===== src/rtl/dbg_run_ctrl_pkg.sv =====
// Shared encodings for the debug run/halt sequencer: host ops, halt causes, FSM states.
// Latency: n/a (types and constants only).
// Backpressure: n/a.
package dbg_run_ctrl_pkg;

  localparam int CNT_W_DEF = 32;

  // Host command opcodes as carried on cmd_op.
  typedef enum logic [1:0] {
    OP_RUN  = 2'd0,
    OP_STEP = 2'd1,
    OP_HALT = 2'd2,
    OP_RSVD = 2'd3
  } cmd_op_e;

  // Halt cause reported to the probe with each halt event.
  typedef enum logic [2:0] {
    CAUSE_NONE      = 3'd0,
    CAUSE_EBREAK    = 3'd1,
    CAUSE_INVALID   = 3'd2,
    CAUSE_STEP_DONE = 3'd3,
    CAUSE_HOST      = 3'd4
  } halt_cause_e;

  // Sequencer states.
  typedef enum logic [1:0] {
    ST_RUN    = 2'd0,
    ST_STEP   = 2'd1,
    ST_DRAIN  = 2'd2,
    ST_HALTED = 2'd3
  } run_state_e;

  // Fetch must be held off in any state where the core is not allowed to advance.
  function automatic logic is_stall_state(input run_state_e s);
    return (s == ST_DRAIN) || (s == ST_HALTED);
  endfunction

endpackage


===== src/rtl/dbg_run_ctrl.sv =====
// Run/halt sequencer between core retire port and debug probe: RUN/STEP/HALT, drain, one halt event.
// Latency: core_stall asserts the cycle after a halt cause; evt_valid rises on the edge that drain completes.
// Backpressure: cmd valid/ready (ready low in DRAIN and while an event is pending); evt held until evt_ready.
module dbg_run_ctrl
  import dbg_run_ctrl_pkg::*;
#(
  parameter int CNT_W           = CNT_W_DEF,
  parameter bit HALT_ON_INVALID = 1'b1,
  parameter bit START_RUN       = 1'b1
) (
  input  logic             clk,
  input  logic             reset,
  input  logic             cmd_valid,
  output logic             cmd_ready,
  input  logic [1:0]       cmd_op,
  input  logic [CNT_W-1:0] cmd_count,
  input  logic             retire_valid,
  input  logic [31:0]      retire_pc,
  input  logic [31:0]      retire_inst,
  input  logic             retire_ebreak,
  input  logic             retire_inval,
  input  logic             core_idle,
  output logic             core_stall,
  output logic             halted,
  output logic             evt_valid,
  input  logic             evt_ready,
  output logic [2:0]       halt_cause,
  output logic [31:0]      halt_pc,
  output logic [31:0]      halt_inst,
  output logic [CNT_W-1:0] step_left,
  output logic [CNT_W-1:0] inst_count,
  output logic             inv_seen
);

  localparam run_state_e RST_STATE = START_RUN ? ST_RUN : ST_HALTED;

  run_state_e       state_q,      state_d;
  logic             stall_q,      stall_d;
  logic             evt_valid_q,  evt_valid_d;
  halt_cause_e      halt_cause_q, halt_cause_d;
  logic [31:0]      halt_pc_q,    halt_pc_d;
  logic [31:0]      halt_inst_q,  halt_inst_d;
  logic [31:0]      last_pc_q,    last_pc_d;
  logic [31:0]      last_inst_q,  last_inst_d;
  logic [CNT_W-1:0] step_left_q,  step_left_d;
  logic [CNT_W-1:0] inst_count_q, inst_count_d;
  logic             inv_seen_q,   inv_seen_d;

  cmd_op_e     op;
  logic        cmd_fire;
  logic        inv_hit;
  logic        ebk_hit;
  logic        step_hit;
  logic        take_cause;
  halt_cause_e sel_cause;
  logic [31:0] sel_pc;
  logic [31:0] sel_inst;

  assign op = cmd_op_e'(cmd_op);

  // Commands are taken whenever the core may be redirected; never mid-drain or with an unread event.
  always_comb begin
    cmd_ready = 1'b0;
    case (state_q)
      ST_RUN, ST_STEP: cmd_ready = 1'b1;
      ST_HALTED:       cmd_ready = !evt_valid_q;
      default:         cmd_ready = 1'b0;
    endcase
  end

  assign cmd_fire = cmd_valid && cmd_ready;

  // Retire-side cause detection; only acted on while the core is running.
  always_comb begin
    inv_hit  = retire_valid && retire_inval && HALT_ON_INVALID;
    ebk_hit  = retire_valid && retire_ebreak;
    step_hit = (state_q == ST_STEP) && retire_valid && (step_left_q == CNT_W'(1));
  end

  // Next-state, counters, halt capture and event handshake.
  always_comb begin
    state_d      = state_q;
    evt_valid_d  = evt_valid_q;
    halt_cause_d = halt_cause_q;
    halt_pc_d    = halt_pc_q;
    halt_inst_d  = halt_inst_q;
    last_pc_d    = last_pc_q;
    last_inst_d  = last_inst_q;
    step_left_d  = step_left_q;
    inst_count_d = inst_count_q;
    inv_seen_d   = inv_seen_q;
    take_cause   = 1'b0;
    sel_cause    = CAUSE_NONE;
    sel_pc       = 32'd0;
    sel_inst     = 32'd0;

    // Every retire is counted, including skid retires after the stall went up.
    if (retire_valid) begin
      inst_count_d = inst_count_q + CNT_W'(1);
      last_pc_d    = retire_pc;
      last_inst_d  = retire_inst;
      if (retire_inval) begin
        inv_seen_d = 1'b1;
      end
    end

    case (state_q)
      ST_RUN, ST_STEP: begin
        if ((state_q == ST_STEP) && retire_valid && (step_left_q != '0)) begin
          step_left_d = step_left_q - CNT_W'(1);
        end
        if (inv_hit) begin
          take_cause = 1'b1;
          sel_cause  = CAUSE_INVALID;
          sel_pc     = retire_pc;
          sel_inst   = retire_inst;
        end else if (ebk_hit) begin
          take_cause = 1'b1;
          sel_cause  = CAUSE_EBREAK;
          sel_pc     = retire_pc;
          sel_inst   = retire_inst;
        end else if (step_hit) begin
          take_cause = 1'b1;
          sel_cause  = CAUSE_STEP_DONE;
          sel_pc     = retire_pc;
          sel_inst   = retire_inst;
        end else if (cmd_fire) begin
          case (op)
            OP_HALT: begin
              take_cause = 1'b1;
              sel_cause  = CAUSE_HOST;
              sel_pc     = last_pc_d;
              sel_inst   = last_inst_d;
            end
            OP_STEP: begin
              if (cmd_count == '0) begin
                take_cause = 1'b1;
                sel_cause  = CAUSE_STEP_DONE;
                sel_pc     = last_pc_d;
                sel_inst   = last_inst_d;
              end else begin
                state_d     = ST_STEP;
                step_left_d = cmd_count;
              end
            end
            OP_RUN:  state_d = ST_RUN;
            default: state_d = state_q;
          endcase
        end
      end

      ST_DRAIN: begin
        // Halted only once nothing is in flight and nothing retires this cycle.
        if (core_idle && !retire_valid) begin
          state_d     = ST_HALTED;
          evt_valid_d = 1'b1;
        end
      end

      ST_HALTED: begin
        if (evt_valid_q && evt_ready) begin
          evt_valid_d = 1'b0;
        end
        if (cmd_fire) begin
          case (op)
            OP_RUN: state_d = ST_RUN;
            OP_STEP: begin
              if (cmd_count == '0) begin
                take_cause = 1'b1;
                sel_cause  = CAUSE_STEP_DONE;
                sel_pc     = last_pc_d;
                sel_inst   = last_inst_d;
              end else begin
                state_d     = ST_STEP;
                step_left_d = cmd_count;
              end
            end
            default: state_d = state_q;
          endcase
        end
      end

      default: state_d = state_q;
    endcase

    // The first cause seen while running is the one reported; drain retires do not overwrite it.
    if (take_cause) begin
      state_d      = ST_DRAIN;
      halt_cause_d = sel_cause;
      halt_pc_d    = sel_pc;
      halt_inst_d  = sel_inst;
    end
  end

  assign stall_d = is_stall_state(state_d);

  // State and datapath registers; reset drops any pending event.
  always_ff @(posedge clk or negedge reset) begin
    if (!reset) begin
      state_q      <= RST_STATE;
      stall_q      <= !START_RUN;
      evt_valid_q  <= 1'b0;
      halt_cause_q <= CAUSE_NONE;
      halt_pc_q    <= 32'd0;
      halt_inst_q  <= 32'd0;
      last_pc_q    <= 32'd0;
      last_inst_q  <= 32'd0;
      step_left_q  <= '0;
      inst_count_q <= '0;
      inv_seen_q   <= 1'b0;
    end else begin
      state_q      <= state_d;
      stall_q      <= stall_d;
      evt_valid_q  <= evt_valid_d;
      halt_cause_q <= halt_cause_d;
      halt_pc_q    <= halt_pc_d;
      halt_inst_q  <= halt_inst_d;
      last_pc_q    <= last_pc_d;
      last_inst_q  <= last_inst_d;
      step_left_q  <= step_left_d;
      inst_count_q <= inst_count_d;
      inv_seen_q   <= inv_seen_d;
    end
  end

  assign core_stall = stall_q;
  assign halted     = (state_q == ST_HALTED);
  assign evt_valid  = evt_valid_q;
  assign halt_cause = halt_cause_q;
  assign halt_pc    = halt_pc_q;
  assign halt_inst  = halt_inst_q;
  assign step_left  = step_left_q;
  assign inst_count = inst_count_q;
  assign inv_seen   = inv_seen_q;

endmodule


===== config.mk =====
export PLATFORM = sky130hd
export DESIGN_NAME = dbg_run_ctrl
export DESIGN_NICKNAME = d
export VERILOG_FILES = /design/src/rtl/dbg_run_ctrl_pkg.sv /design/src/rtl/dbg_run_ctrl.sv
export SDC_FILE = /design/constraint.sdc
export NUM_CORES = 1
export LEC_CHECK = 0
export BUFFER_PORTS_ARGS = -buffer_cell sky130_fd_sc_hd__buf_2
export CAP_MARGIN = 25
export CELL_PAD_IN_SITES_DETAIL_PLACEMENT = 1
export CELL_PAD_IN_SITES_GLOBAL_PLACEMENT = 1
export CORE_MARGIN = 1
export CORE_UTILIZATION = 37
export DETAILED_ROUTE_END_ITERATION = 10
export GPL_TIMING_DRIVEN = 1
export PLACE_DENSITY_LB_ADDON = 0.3
export SYNTH_ARGS = -nofsm -noshare
export SYNTH_HDL_FRONTEND = slang
export SYNTH_SLANG_ARGS = --single-unit

===== constraint.sdc =====
create_clock -name clk -period 2.6 [get_ports clk]
set_input_delay 0.52 -clock clk [delete_from_list [all_inputs] [get_ports clk]]
set_output_delay 0.52 -clock clk [all_outputs]
set_load 0.01 [all_outputs]

==> impl_metrics.env <==
export IMPL_drc_errors=0
export IMPL_max_slew_worst_pin_slew_ps=648
export IMPL_highest_layer="met5"
export IMPL_drive_above_1_share_pct=44.8
export IMPL_dp_hpwl_um=20500
export IMPL_final_cell_area_um2=12700
export IMPL_die_area_um2=25300
export IMPL_cts_root_buf="clkbuf_16"
export IMPL_clk_latency_ps=430
export IMPL_synth_main_ff_cell="dfrtp_1"
export IMPL_postPlaceCellArea_um2=11700
export IMPL_timing_setup_tns_ps=-8190
export IMPL_route_met3_wl_um=1850
export IMPL_io_buffers=241
export IMPL_cts_buffer_depth=2
export IMPL_grt_overflow=0
export IMPL_outcome="complete, but fails checks"
export IMPL_cts_tree="done"
export IMPL_fillers=2778
export IMPL_timing_hold_violations_final=0
export IMPL_synth_xor_area_share_pct=2.98
export IMPL_rsz0062_at_grt="true"
export IMPL_vias=7958
export IMPL_intPower_mw=7.56
export IMPL_viasPerCell=5.20
export IMPL_layout_setup_ws_ps=-152
export IMPL_setup_violations=84
export IMPL_synthSimpleGateAreaFrac_pct=15.2
export IMPL_worstPathMaxFanout=23
export IMPL_multi_input_area_um2=4010
export IMPL_place_congestion=0.821
export IMPL_die_h_um=159
export IMPL_relSlewSlack_pct=55.7
export IMPL_grt_pass1_wl_um=45800
export IMPL_drt_iter0_drc=320
export IMPL_drv_slew=0
export IMPL_critPathKind="flip-flop to flip-flop"
export IMPL_placementRows=57
export IMPL_cts_clk_slew_worst_paths_ps=90
export IMPL_core_area_um2=24200
export IMPL_yosysUniqueCellTypes=62
export IMPL_grt_max_degree=75
export IMPL_synth_top_family_by_area="simple AND/OR/NAND/NOR gates"
export IMPL_cts_sinks=200
export IMPL_required_ps=2900
export IMPL_startpoint_type="flip-flop"
export IMPL_totalWireLength_um=28600
export IMPL_synthArstFlopShare_pct=100
export IMPL_ctsHoldBuffers=0
export IMPL_ant_nets=0
export IMPL_ys_seq_area_share_pct=54.9
export IMPL_maxCapViolCount=0
export IMPL_synth_area_um2=9120
export IMPL_nets=1304
export IMPL_yosys_register_bits=200
export IMPL_swShare_pct=35.5
export IMPL_die_w_um=159
export IMPL_combPwrFrac_pct=37.1
export IMPL_r2r_setup_slack_ps=-150
export IMPL_fmax_ghz=0.363
export IMPL_synth_edff_count=0
export IMPL_wl_per_cell_um=18.7
export IMPL_violations="setup timing"
export IMPL_avgSynthCellArea_um2=11.2
export IMPL_cts_max_level=4
export IMPL_synthCells=818
export IMPL_met1_length_um=11800
export IMPL_finalPower_mw=11.7
export IMPL_cts_buffers=17
export IMPL_yosys_warnings=0
export IMPL_critPathArrivalTime_ps=3060
export IMPL_io_pins=242
export IMPL_antenna_found_initial=8
export IMPL_initial_core_util_pct=37.6
export IMPL_synth_fp_nets=931
export IMPL_hold_class="primary input to asynchronous set/reset pin"
export IMPL_p_seq_share_pct=39.8
export IMPL_synth_fa_ha_area_share_pct=0.960
export IMPL_worst_clock_skew_ps=17.2
export IMPL_irDropWorstVdd_uv=451
export IMPL_timing_final_crit_share_pct=106
export IMPL_track_usage_pct=22.8
export IMPL_end_kind="flip-flop"
export IMPL_drtPass1Iterations=7
export IMPL_power_leakage_nw=6.15
export IMPL_clkPwrFrac_pct=23.1
export IMPL_switching_power_mw=4.16
export IMPL_period_needed_ps=2750
export IMPL_met2WireLength_um=14400
export IMPL_first_global_vias=8551
export IMPL_synthMuxAreaShare_pct=11.7
export IMPL_synth_compound_area_share_pct=11.0
export IMPL_syn2layout_area_growth_pct=38.7
export IMPL_regArea_um2=5010
export IMPL_p_per_area_nw_per_um2=926
## cells in the final DEF (no fill, tap or decap), types with 5 or more instances in the layout
master / synthesis / routed
nand2_1: 94 / 92
o21ai_0: 19 / 15
a21oi_1: 36 / 35
and3_1: 12 / 11
ha_1: 7 / 7
xor2_1: 9 / 9
nor4_1: 19 / 17
buf_12: 0 / 8
xnor2_1: 22 / 22
and2_1: 6 / 6
buf_4: 6 / 141
mux2_2: 87 / 60
nor2_1: 48 / 47
clkbuf_16: 0 / 17
inv_1: 23 / 23
a221o_1: 24 / 24
o211ai_1: 6 / 6
nand4_1: 18 / 18
buf_2: 4 / 239
nor3_1: 16 / 13
mux2i_1: 9 / 9
o22ai_1: 9 / 9
or4_1: 7 / 6
dfrtp_1: 200 / 198
mux2_4: 0 / 27
inv_6: 0 / 5
nand2b_1: 7 / 7
nand3_1: 33 / 33
## metrics by stage
step                      instances  hold slack [ps]  setup slack, ps  util [%]
after floorplan                 818              224             -149         -
after global placement         1487              448             -301      48.4
after detailed placement       1487              458             -346      48.4
after CTS                      1523              130             -135      51.8
after global routing           1531              145             -236      52.2
final                          1531              109             -152      52.2
## cells in the mapped netlist, types with 2 or more instances
cell | n | area share, %
xor2_1 | 9 | 0.86
nor2_1 | 48 | 2.0
or2_2 | 2 | 0.14
o21a_1 | 2 | 0.16
o31ai_1 | 3 | 0.25
a31oi_1 | 4 | 0.27
o21ai_0 | 19 | 1.0
and2_1 | 6 | 0.41
a21o_1 | 3 | 0.25
o211a_1 | 2 | 0.22
o221ai_1 | 2 | 0.19
xnor2_1 | 22 | 2.1
a221o_1 | 24 | 2.6
a21oi_1 | 36 | 2.0
nor4_1 | 19 | 1.3
nor2b_1 | 2 | 0.14
buf_2 | 4 | 0.22
or4_1 | 7 | 0.58
nand3b_1 | 3 | 0.25
o211ai_1 | 6 | 0.49
buf_6 | 4 | 0.49
buf_4 | 6 | 0.49
a211o_1 | 4 | 0.38
nor3_1 | 16 | 0.88
nand4_1 | 18 | 1.2
o311ai_0 | 4 | 0.38
inv_1 | 23 | 0.95
buf_1 | 2 | 0.082
nand3_1 | 33 | 1.8
a211oi_1 | 3 | 0.25
o22ai_1 | 9 | 0.62
nand2b_1 | 7 | 0.48
or3_1 | 4 | 0.27
clkbuf_1 | 26 | 1.1
dfrtp_1 | 200 | 55
a22oi_1 | 2 | 0.16
nand2_1 | 94 | 3.9
and3_1 | 12 | 0.82
mux2_2 | 87 | 11
ha_1 | 7 | 0.96
o2bb2a_1 | 3 | 0.33
a2bb2oi_1 | 3 | 0.29
mux2i_1 | 9 | 0.99
## cell type report
type	count	area share (%)
antenna	3	0.0593
clock buffer	18	3.39
clock inverter	14	1.41
inverter	23	0.682
multi-input combinational	554	31.7
sequential	200	39.6
tap	324	3.20
timing repair buffer	395	20.0
## metal layers
layer  vias to the layer above  global-route usage (%)
li1                       3709                       -
met4                         6                    6.60
met3                        42                    6.56
met5                         -                       0
met1                      3998                    27.7
met2                       203                    39.3
## state kept, by name (all words and copies together), names as in the netlist
name	flops
halt_inst	32
halt_pc	32
inst_count	32
last_inst_q	32
last_pc_q	32
step_left	32
halt_cause	3
state_q	2
core_stall	1
evt_valid	1
inv_seen	1
## worst max-delay path, cell delays in order (launching register included)
cell and delay (ps):
dfrtp_2 400, or4_4 580, nor4b_4 270, and4b_4 330, a21oi_2 70, a21o_1 240
and2_1 210, buf_12 160, a221o_1 360
## what timing repair did
action,in CTS,in global routing
resized for setup,38,19
cloned,2,1
pin swaps,1,3
setup endpoints to repair,86,99
buffers inserted,2,5
## power by group through the flow
stage | Sequential (mW) | Clock [mW] | Combinational [mW]
floorplan | 5.05 | 0 | 1.54
global placement | 4.65 | 0 | 3.99
detailed placement | 4.69 | 0 | 4.12
CTS | 4.65 | 2.78 | 4.27
global route | 4.78 | 2.88 | 4.69
finish | 4.66 | 2.71 | 4.35
## logic make-up after synthesis
| family | after synthesis |
|---|---|
| AO/OA/AOI/OAI | 140 |
| buffers and inverters | 65 |
| flip-flops | 200 |
| XOR/XNOR | 31 |
| AND/OR/NAND/NOR | 279 |
| multiplexers | 96 |
| adder cells (fa/ha/maj) | 7 |
## final timing paths
| path | from | cells after the start | end |
|---|---|---|---|
| setup / recovery | step_left[7] | 8 | halt_inst[0] |
| hold / removal | reset | 1 | step_left[19] |
| setup reg to reg | step_left[7] | 8 | halt_inst[0] |
| hold reg to reg | last_pc_q[30] | 2 | last_pc_q[30] |
| max in group asynchronous | reset | 2 | last_inst_q[28] |
| min in group clk | retire_pc[24] | 3 | last_pc_q[24] |
(Power assumes the default switching activity.)
